**config.mk**
```make
export PLATFORM = sky130hd
export DESIGN_NAME = div64_res_packer
export DESIGN_NICKNAME = d
export VERILOG_FILES = /design/src/rtl/div64_res_packer.sv
export SDC_FILE = /design/constraint.sdc
export NUM_CORES = 1
export LEC_CHECK = 0
export CORE_UTILIZATION = 28
export DETAILED_ROUTE_END_ITERATION = 8
export MAX_ROUTING_LAYER = met4
export PLACE_DENSITY = 0.51
export SYNTH_ARGS = -nofsm -noshare
export SYNTH_HDL_FRONTEND = slang
export SYNTH_SLANG_ARGS = --single-unit
```
**constraint.sdc**
```tcl
create_clock -name clk -period 4.6 [get_ports clk]
set_input_delay 0.46 -clock clk [delete_from_list [all_inputs] [get_ports clk]]
set_output_delay 0.46 -clock clk [all_outputs]
set_load 0.005 [all_outputs]
```
**src/rtl/div64_res_packer.sv**
```systemverilog
// div64_res_packer: buffers divider results in a small FIFO and streams each one
// as an 18-byte frame over a byte valid/ready interface.
//   clk, rst       : clock and asynchronous active-high reset
//   in_valid       : one-cycle strobe qualifying quot/rem/err_in
//   quot, rem      : 64-bit quotient and remainder
//   err_in         : divide-by-zero flag for the result
//   byte_out       : frame byte; byte_valid/byte_ready handshake
//   frame_start    : high with header byte, frame_end high with checksum byte
//   ovf_flag       : sticky drop indicator, cleared by ovf_clr
//   fifo_level     : number of buffered results (0..DEPTH)
// Frame: {1,err,00,seq[3:0]}, quotient MSB first, remainder MSB first, XOR of bytes 0..16.
module div64_res_packer #(
    parameter int unsigned DEPTH = 4,
    parameter int unsigned AW    = 2
) (
    input  logic          clk,
    input  logic          rst,
    input  logic          in_valid,
    input  logic [63:0]   quot,
    input  logic [63:0]   rem,
    input  logic          err_in,
    output logic [7:0]    byte_out,
    output logic          byte_valid,
    input  logic          byte_ready,
    output logic          frame_start,
    output logic          frame_end,
    output logic          ovf_flag,
    input  logic          ovf_clr,
    output logic [AW:0]   fifo_level
);

    typedef struct packed {
        logic [3:0]  seq;
        logic        err;
        logic [63:0] quot;
        logic [63:0] rem;
    } entry_t;

    typedef enum logic {IDLE, SEND} state_t;

    localparam logic [AW:0] FULL_LVL = (AW+1)'(DEPTH);
    localparam logic [4:0]  LAST_K   = 5'd17;

    entry_t        mem [DEPTH];
    logic [AW-1:0] wr_ptr;
    logic [AW-1:0] rd_ptr;
    logic [AW:0]   level;
    logic [3:0]    seq;
    state_t        state;
    entry_t        frame;
    logic [4:0]    k;
    logic [7:0]    chk;

    logic pop;
    logic push;
    logic drop;

    // Byte k of the frame for entry e; chk_acc is the XOR of bytes 0..16 when k is the last index.
    function automatic logic [7:0] frame_byte(input entry_t e, input logic [4:0] kk,
                                              input logic [7:0] chk_acc);
        logic [127:0] payload;
        logic [3:0]   ridx;
        logic [7:0]   b;
        payload = {e.quot, e.rem};
        ridx    = 4'(5'd16 - kk);
        b       = 8'h00;
        if (kk == 5'd0)
            b = {1'b1, e.err, 2'b00, e.seq};
        else if (kk == LAST_K)
            b = chk_acc;
        else if (!e.err)
            b = payload[{ridx, 3'b000} +: 8];
        return b;
    endfunction

    // A pop in the same cycle frees the slot, so a push while full still lands.
    always_comb begin
        pop  = (state == IDLE) && (level != '0);
        push = in_valid && ((level != FULL_LVL) || pop);
        drop = in_valid && !push;
    end

    // Result storage; no reset needed, validity is tracked by the pointers.
    always_ff @(posedge clk) begin
        if (push)
            mem[wr_ptr] <= '{seq: seq, err: err_in, quot: quot, rem: rem};
    end

    // FIFO pointers, level, sequence counter and sticky overflow flag.
    always_ff @(posedge clk or posedge rst) begin
        if (rst) begin
            wr_ptr   <= '0;
            rd_ptr   <= '0;
            level    <= '0;
            seq      <= '0;
            ovf_flag <= 1'b0;
        end else begin
            if (push) begin
                wr_ptr <= wr_ptr + AW'(1);
                seq    <= seq + 4'd1;
            end
            if (pop)
                rd_ptr <= rd_ptr + AW'(1);
            level <= level + (AW+1)'(push) - (AW+1)'(pop);
            if (drop)
                ovf_flag <= 1'b1;
            else if (ovf_clr)
                ovf_flag <= 1'b0;
        end
    end

    assign fifo_level = level;

    // Frame sender: byte_out always holds byte k, advancing only on an accepted handshake.
    always_ff @(posedge clk or posedge rst) begin
        if (rst) begin
            state       <= IDLE;
            frame       <= '0;
            k           <= '0;
            chk         <= '0;
            byte_out    <= '0;
            byte_valid  <= 1'b0;
            frame_start <= 1'b0;
            frame_end   <= 1'b0;
        end else begin
            case (state)
                IDLE: begin
                    if (pop) begin
                        frame       <= mem[rd_ptr];
                        k           <= '0;
                        chk         <= '0;
                        byte_out    <= frame_byte(mem[rd_ptr], 5'd0, 8'h00);
                        byte_valid  <= 1'b1;
                        frame_start <= 1'b1;
                        frame_end   <= 1'b0;
                        state       <= SEND;
                    end
                end
                SEND: begin
                    if (byte_ready) begin
                        chk <= chk ^ byte_out;
                        if (k == LAST_K) begin
                            byte_out    <= '0;
                            byte_valid  <= 1'b0;
                            frame_start <= 1'b0;
                            frame_end   <= 1'b0;
                            state       <= IDLE;
                        end else begin
                            k           <= k + 5'd1;
                            byte_out    <= frame_byte(frame, k + 5'd1, chk ^ byte_out);
                            frame_start <= 1'b0;
                            frame_end   <= ((k + 5'd1) == LAST_K);
                        end
                    end
                end
                default: state <= IDLE;
            endcase
        end
    end

endmodule
```
==> run metrics, run 1 <==
run status=finished clean; CTS Buf Count=74; remaining number of nets flagged by the antenna check after routing=0; required time of the critical path=5090 ps; GRT Total Usage=13.8%; master cell of the clock root buffer=sky130_fd_sc_hd__clkbuf_16; maximum number of pins on one net before global-route repair=92; vertical die dimension=314 um; CTS Sinks=702; number of maximum-capacitance constraint violations=0; part of the cycle the worst path needs=72.5%; TritonCTS clock tree=yes; power density over cell area=663 mW/mm^2; CORE AREA=0.0956 mm^2; CTS clk-pin slew, worst paths=60 ps; final-report max-slew violation count=0; final net count=1,868; slew at the pin with the worst max-slew slack=1110 ps; residual overflow from global routing=0; IO Port Bufs=148; arrival time at the worst endpoint=3830 ps; category of the most critical setup path=flip-flop to flip-flop; number of vias per cell=4.47; share of layout cells above drive strength 1=18.2%; vias in the first global route=14,598; unrepaired setup endpoints after global routing=false; num ports=149; final setup margin=1270 ps; Horiz. Die Dim=314 um; Bufs on Longest Clock Path=3; DPL Wire Length=42.5 mm; net count of the mapped netlist=1,700; worst voltage drop across the vdd grid=0.361 mV; cell count after placement=2,911; antenna violations before repair=13; total leakage power=11.8 nW; most common library cell in the layout ignoring fill and taps=sky130_fd_sc_hd__edfxtp_1; total wirelength of the detailed-routed design=65.0 mm; skew final=27.7 ps; worst-case headroom to the max-slew limit=25.4%; worst min-delay path class=input port to asynchronous set/reset pin; most frequent cells in the layout=sky130_fd_sc_hd__edfxtp_1 (532), sky130_fd_sc_hd__nand2_1 (431), sky130_fd_sc_hd__dfrtp_1 (167); total number of H-tree levels=3; layout overhead on the synthesized area=20.4%; initial core utilization=28.5%; placer's final routability congestion estimate=0.827; mean instance size in the synthesized netlist=17.5 um^2; Setup Buffers After CTS=0; total vias in the final route=13,694; count of standard-cell rows=113; maximum clock frequency=300 MHz; warning count from the yosys run=0; wire length of the first global-routing pass=98.1 mm; nature of the critical path endpoint=flip-flop; Setup TNS Final=0 ps; EDFF count, synth=532; Distinct cells, synth=50; Initial DRC Count=1,045; source-to-sink clock delay at the later pin of the worst-skew pair=620 ps; count of TritonRoute iterations in the first routing pass=5; cells after synthesis=1,554; post-detailed-route DRC marker count=0; most common flop cell mapped by yosys=sky130_fd_sc_hd__edfxtp_1; number of hold violations in the final report=0; combined area of the multi-input logic cells=0.00661 mm^2; Max FO, Critical Path=29; Post-Route Utilization=34.3%; combined flip-flop and latch cell area=0.0202 mm^2; share of async-settable or async-resettable flops after synthesis=24.2%; area of the die=0.0984 mm^2; CTS Hold Bufs=0; pre-CTS setup slack=1290 ps; final number of setup-violating endpoints=0; minimum hold slack=204 ps; Resize count post-CTS=0; sequential share of the synthesized area=74.3%; area of the mapped netlist=0.0272 mm^2; post-route non-filler standard cell count=3,062; minimum clock period=3330 ps; number of synthesized register bits=702; kind of start point of the critical path=flip-flop; routed wire length per instance=21.2 um; fill cell total of the finished layout=9,104
worst paths after layout:
check / start / end / slack, ps / cells after the start
min: rst / chk[4] / 200 / 2
min reg2reg: frame[55] / frame[55] / 470 / 2
max: k[0] / byte_out[5] / 1270 / 8
max in group asynchronous: rst / frame[24] / 3480 / 3
max reg2reg: k[0] / byte_out[5] / 1270 / 8
min in group clk: frame[55] / frame[55] / 470 / 2
cells by family (layout without fill, tap and decap cells):
family	after synthesis	count (layout)	share of synthesized area, %
compound gates	64	64	1.57
xor+xnor	20	20	0.713
fa+ha+maj	12	12	0.579
buf+inv	93	323	1.43
flops	702	702	74.3
mux	189	189	14.6
other cells	0	13	0
simple gates	474	474	6.80
stage by stage:
stage | area [um^2] | power, mW
floorplan | 27200 | 13.7
global placement | 30300 | 16.1
detailed placement | 30300 | 16.2
CTS | 32700 | 22.2
global route | 32800 | 22.9
finish | 32800 | 21.7
sequential cells by signal, summed over array words and instances (netlist names), 2 cells and up:
signal and flops:
mem 532, frame 133, byte_out 8, chk 8
k 5, seq 4, fifo_level 3, rd_ptr 2
wr_ptr 2
layout make-up:
type | count | area share, %
tap | 1265 | 4.83
clock inverter | 34 | 0.974
clock buffer | 104 | 6.50
sequential | 702 | 61.8
inverter | 14 | 0.179
antenna | 13 | 0.0993
multi-input combinational | 759 | 20.2
timing repair buffer | 171 | 5.47
where the power goes:
part           switching [mW]  internal, mW  leakage, nW
logic                    3.31          2.87         3.55
registers                1.09          8.55         7.03
clock network            2.43          3.48         1.19
critical path, stage by stage (launching register included):
cell and delay, ps:
sky130_fd_sc_hd__dfrtp_2 780, sky130_fd_sc_hd__inv_1 110, sky130_fd_sc_hd__ha_2 410, sky130_fd_sc_hd__nor4b_2 390, sky130_fd_sc_hd__o31ai_4 150, sky130_fd_sc_hd__xor2_4 620
sky130_fd_sc_hd__mux2i_1 280, sky130_fd_sc_hd__mux2i_1 100, sky130_fd_sc_hd__a221o_1 380
cells in the mapped netlist, types with 2 or more instances:
master | n | area [um^2]
sky130_fd_sc_hd__inv_1 | 13 | 48.8
sky130_fd_sc_hd__and2_1 | 7 | 43.8
sky130_fd_sc_hd__nor3b_1 | 3 | 22.5
sky130_fd_sc_hd__nor2_1 | 17 | 63.8
sky130_fd_sc_hd__a31oi_1 | 3 | 18.8
sky130_fd_sc_hd__nand2_1 | 431 | 1620
sky130_fd_sc_hd__xnor2_1 | 8 | 70.1
sky130_fd_sc_hd__mux2_2 | 4 | 45.0
sky130_fd_sc_hd__a21oi_1 | 11 | 55.1
sky130_fd_sc_hd__buf_2 | 13 | 65.1
sky130_fd_sc_hd__nand3_1 | 3 | 15.0
sky130_fd_sc_hd__o21ai_2 | 3 | 26.3
sky130_fd_sc_hd__edfxtp_1 | 532 | 16000
sky130_fd_sc_hd__nor3_1 | 4 | 20.0
sky130_fd_sc_hd__ha_1 | 11 | 138
sky130_fd_sc_hd__nor2b_1 | 2 | 12.5
sky130_fd_sc_hd__mux4_2 | 165 | 3720
sky130_fd_sc_hd__dfrtp_1 | 170 | 4250
sky130_fd_sc_hd__xor2_1 | 11 | 96.3
sky130_fd_sc_hd__nand2b_1 | 2 | 12.5
sky130_fd_sc_hd__o21a_1 | 3 | 22.5
sky130_fd_sc_hd__clkbuf_1 | 50 | 188
sky130_fd_sc_hd__o21ai_0 | 26 | 130
sky130_fd_sc_hd__a21o_1 | 2 | 15.0
sky130_fd_sc_hd__a221o_1 | 2 | 20.0
sky130_fd_sc_hd__buf_1 | 14 | 52.6
sky130_fd_sc_hd__o31ai_1 | 2 | 15.0
sky130_fd_sc_hd__mux2i_1 | 20 | 200
metal layers:
metal | vias to the layer above | share of wire, % | track usage, %
li1 | 6197 | - | -
met5 | - | 0 | -
met4 | 0 | 2.4 | 4.50
met3 | 82 | 5.5 | 3.25
met1 | 7151 | 44 | 17.7
met2 | 264 | 48 | 21.7
Power figures use the tool's default switching activity.
==> run 2, diff against run 1 <==
==> constraint.sdc (replaced) <==
create_clock -name clk -period 2.7 [get_ports clk]
set_input_delay 0.27 -clock clk [delete_from_list [all_inputs] [get_ports clk]]
set_output_delay 0.27 -clock clk [all_outputs]
set_load 0.005 [all_outputs]
==> run 2 against run 1 <==
Net effect: worst hold slack lost 78 ps; clock skew rose by 16 ps; fmax rose by 34%; combinational power rose by 91%; worst setup slack got worse by 1100 ps; die area unchanged; cell area up 1.6%; sequential power rose by 65%; power rose by 73%; largest cell class unchanged; largest power group unchanged; highest routed layer unchanged.
==> run metrics, run 2 (synthesis results as in run 1) <==
run status=finished clean; category of the most critical setup path=flip-flop to flip-flop; Largest register FFs=532 (unchanged); vias in the first global route=14,828 (+1.6%); CTS Hold Bufs=0 (unchanged); count of TritonRoute iterations in the first routing pass=8 (+3); number of maximum-capacitance constraint violations=0 (unchanged); final number of setup-violating endpoints=0 (unchanged); placer's final routability congestion estimate=0.797 (-3.6%); routed wire length per instance=21.1 um (-0.65%); initial core utilization=28.5% (unchanged); worst-case headroom to the max-slew limit=31.9% (+6.5 points); source-to-sink clock delay at the later pin of the worst-skew pair=640 ps (+20 ps); Bufs on Longest Clock Path=3 (unchanged); arrival time at the worst endpoint=2980 ps (-850 ps); Max FO, Critical Path=24 (-17%); pre-CTS setup slack=133 ps (-1160 ps); required time of the critical path=3190 ps (-1900 ps); antenna violations before repair=7 (-6); CTS Sinks=702 (unchanged); total vias in the final route=13,945 (+1.8%); vertical die dimension=314 um (unchanged); worst min-delay path class=input port to asynchronous set/reset pin; R2R depth=7 (-1); Critical Path Slowest Stage Cell=sky130_fd_sc_hd__mux4_2; minimum hold slack=126 ps (-78.2 ps); post-detailed-route DRC marker count=0 (unchanged); skew final=43.8 ps (+16.1 ps); final setup margin=207 ps (-1060 ps); maximum clock frequency=401 MHz (+34%); part of the cycle the worst path needs=92.3% (+20 points); power density over cell area=1130 mW/mm^2 (+71%); most frequent cells in the layout=sky130_fd_sc_hd__edfxtp_1 (532), sky130_fd_sc_hd__nand2_1 (431), sky130_fd_sc_hd__dfrtp_1 (167); number of hold violations in the final report=0 (unchanged); CORE AREA=0.0956 mm^2 (unchanged); CTS Buf Count=76 (+2.7%); critical register-to-register path endpoint=byte_out[4]; number of vias per cell=4.50 (+0.62%); Setup TNS Final=0 ps (unchanged); largest register by flop count=mem; Worst path most repeated cell=sky130_fd_sc_hd__mux2i_1; minimum clock period=2490 ps (-842 ps); CTS clk-pin slew, worst paths=60 ps (about the same); IO Port Bufs=148 (unchanged); area of the die=0.0984 mm^2 (unchanged); maximum number of pins on one net before global-route repair=139 (+51%); DPL Wire Length=43.1 mm (+1.5%); count of standard-cell rows=113 (unchanged); wire length of the first global-routing pass=98.6 mm (+0.45%); Resize count post-CTS=0 (unchanged); total wirelength of the detailed-routed design=65.4 mm (+0.55%); master cell of the clock root buffer=sky130_fd_sc_hd__clkbuf_16; Largest regs=mem x532, frame x133; reg-to-reg slack, setup=210 ps (-1060 ps); remaining number of nets flagged by the antenna check after routing=0 (unchanged); Initial DRC Count=1,044 (-0.096%); Horiz. Die Dim=314 um (unchanged); unrepaired setup endpoints after global routing=false; source of the worst register-to-register timing path=k[1]; TritonCTS clock tree=yes; final-report max-slew violation count=0 (unchanged); most common library cell in the layout ignoring fill and taps=sky130_fd_sc_hd__edfxtp_1; GRT Total Usage=13.9% (+0.080 points); chain of cells forming the critical path=inv_1 -> ha_4 -> buf_4 -> mux4_2 -> mux2i_1 -> mux2i_1 -> a221o_1; num ports=149 (unchanged); final net count=1,913 (+2.4%); worst voltage drop across the vdd grid=0.518 mV (+43%); total leakage power=12.0 nW (+2.3%); residual overflow from global routing=0 (unchanged); longest individual stage delay on the worst path=600 ps (-180 ps); kind of start point of the critical path=flip-flop; top cell family by delay on the critical path=multiplexers; Worst Path Buf+Inv=2 (+1); slew at the pin with the worst max-slew slack=1010 ps (-100 ps); nature of the critical path endpoint=flip-flop; overall power consumption=37.7 mW (+73%); total number of H-tree levels=3 (unchanged); share of layout cells above drive strength 1=19.6% (+1.4 points); layout overhead on the synthesized area=22.3%
## run 2: cell types whose count changed in the layout (fill, tap and decap cells not counted), moves of 3 or more
cell,delta
sky130_fd_sc_hd__mux2_2,-3
sky130_fd_sc_hd__clkbuf_8,-7
sky130_fd_sc_hd__clkinv_1,+11
sky130_fd_sc_hd__buf_12,+22
sky130_fd_sc_hd__mux2_4,+3
sky130_fd_sc_hd__inv_6,+3
sky130_fd_sc_hd__buf_4,+21
sky130_fd_sc_hd__inv_4,+3
sky130_fd_sc_hd__diode_2,-6
## run 2: power breakdown
group / switching (mW) / internal, mW
clock network: 4.17 / 5.75
registers: 1.38 / 14.6
logic: 6.22 / 5.59
total: 11.8 / 25.9
## run 2: what timing repair did
item                                    CTS  global route
endpoints found under the setup margin    0             7
hold endpoints to repair                  0             0
buffers inserted                          0             1
## run 2: worst max-delay path by stage
stage             startpoint     endpoint  slack [ps]  cells after the start
4_1_cts                 k[1]  byte_out[0]         100                      9
3_3_place_gp            k[1]  byte_out[3]         180                      8
5_1_grt                 k[1]  byte_out[4]          80                      7
3_5_place_dp            k[1]  byte_out[0]         130                      9
6_report                k[1]  byte_out[4]         210                      7
2_1_floorplan  fifo_level[1]    mem[0][0]        -520                      4
## run 2: layout make-up
| class | instances | area (um^2) |
|---|---|---|
| antenna | 7 | 17.5 |
| clock buffer | 94 | 2000 |
| clock inverter | 44 | 365 |
| fill | 9074 | 62300 |
| inverter | 14 | 61.3 |
| multi-input combinational | 759 | 6630 |
| sequential | 702 | 20200 |
| tap | 1265 | 1580 |
| timing repair buffer | 214 | 2390 |
## run 2: per-layer routing
metal / wire, um / vias up / track usage, % / part of all wire [%]
met2: 31400 / 310 / 21.5 / 48
met4: 1490 / 0 / 4.69 / 2.3
met5: 0 / - / - / 0
li1: - / 6282 / - / -
met1: 29100 / 7263 / 18.3 / 45
met3: 3410 / 90 / 2.76 / 5.2
## run 2: metrics by stage
| stage | area, um^2 | util [%] | std cells |
|---|---|---|---|
| 6_report | 33300 | 34.8 | 3099 |
| 5_1_grt | 33300 | 34.8 | 3098 |
| 4_1_cts | 33200 | 34.8 | 3091 |
| 3_5_place_dp | 30900 | 32.3 | 2953 |
| 3_3_place_gp | 30900 | 32.3 | 2953 |
| 2_1_floorplan | 27300 | - | 1554 |
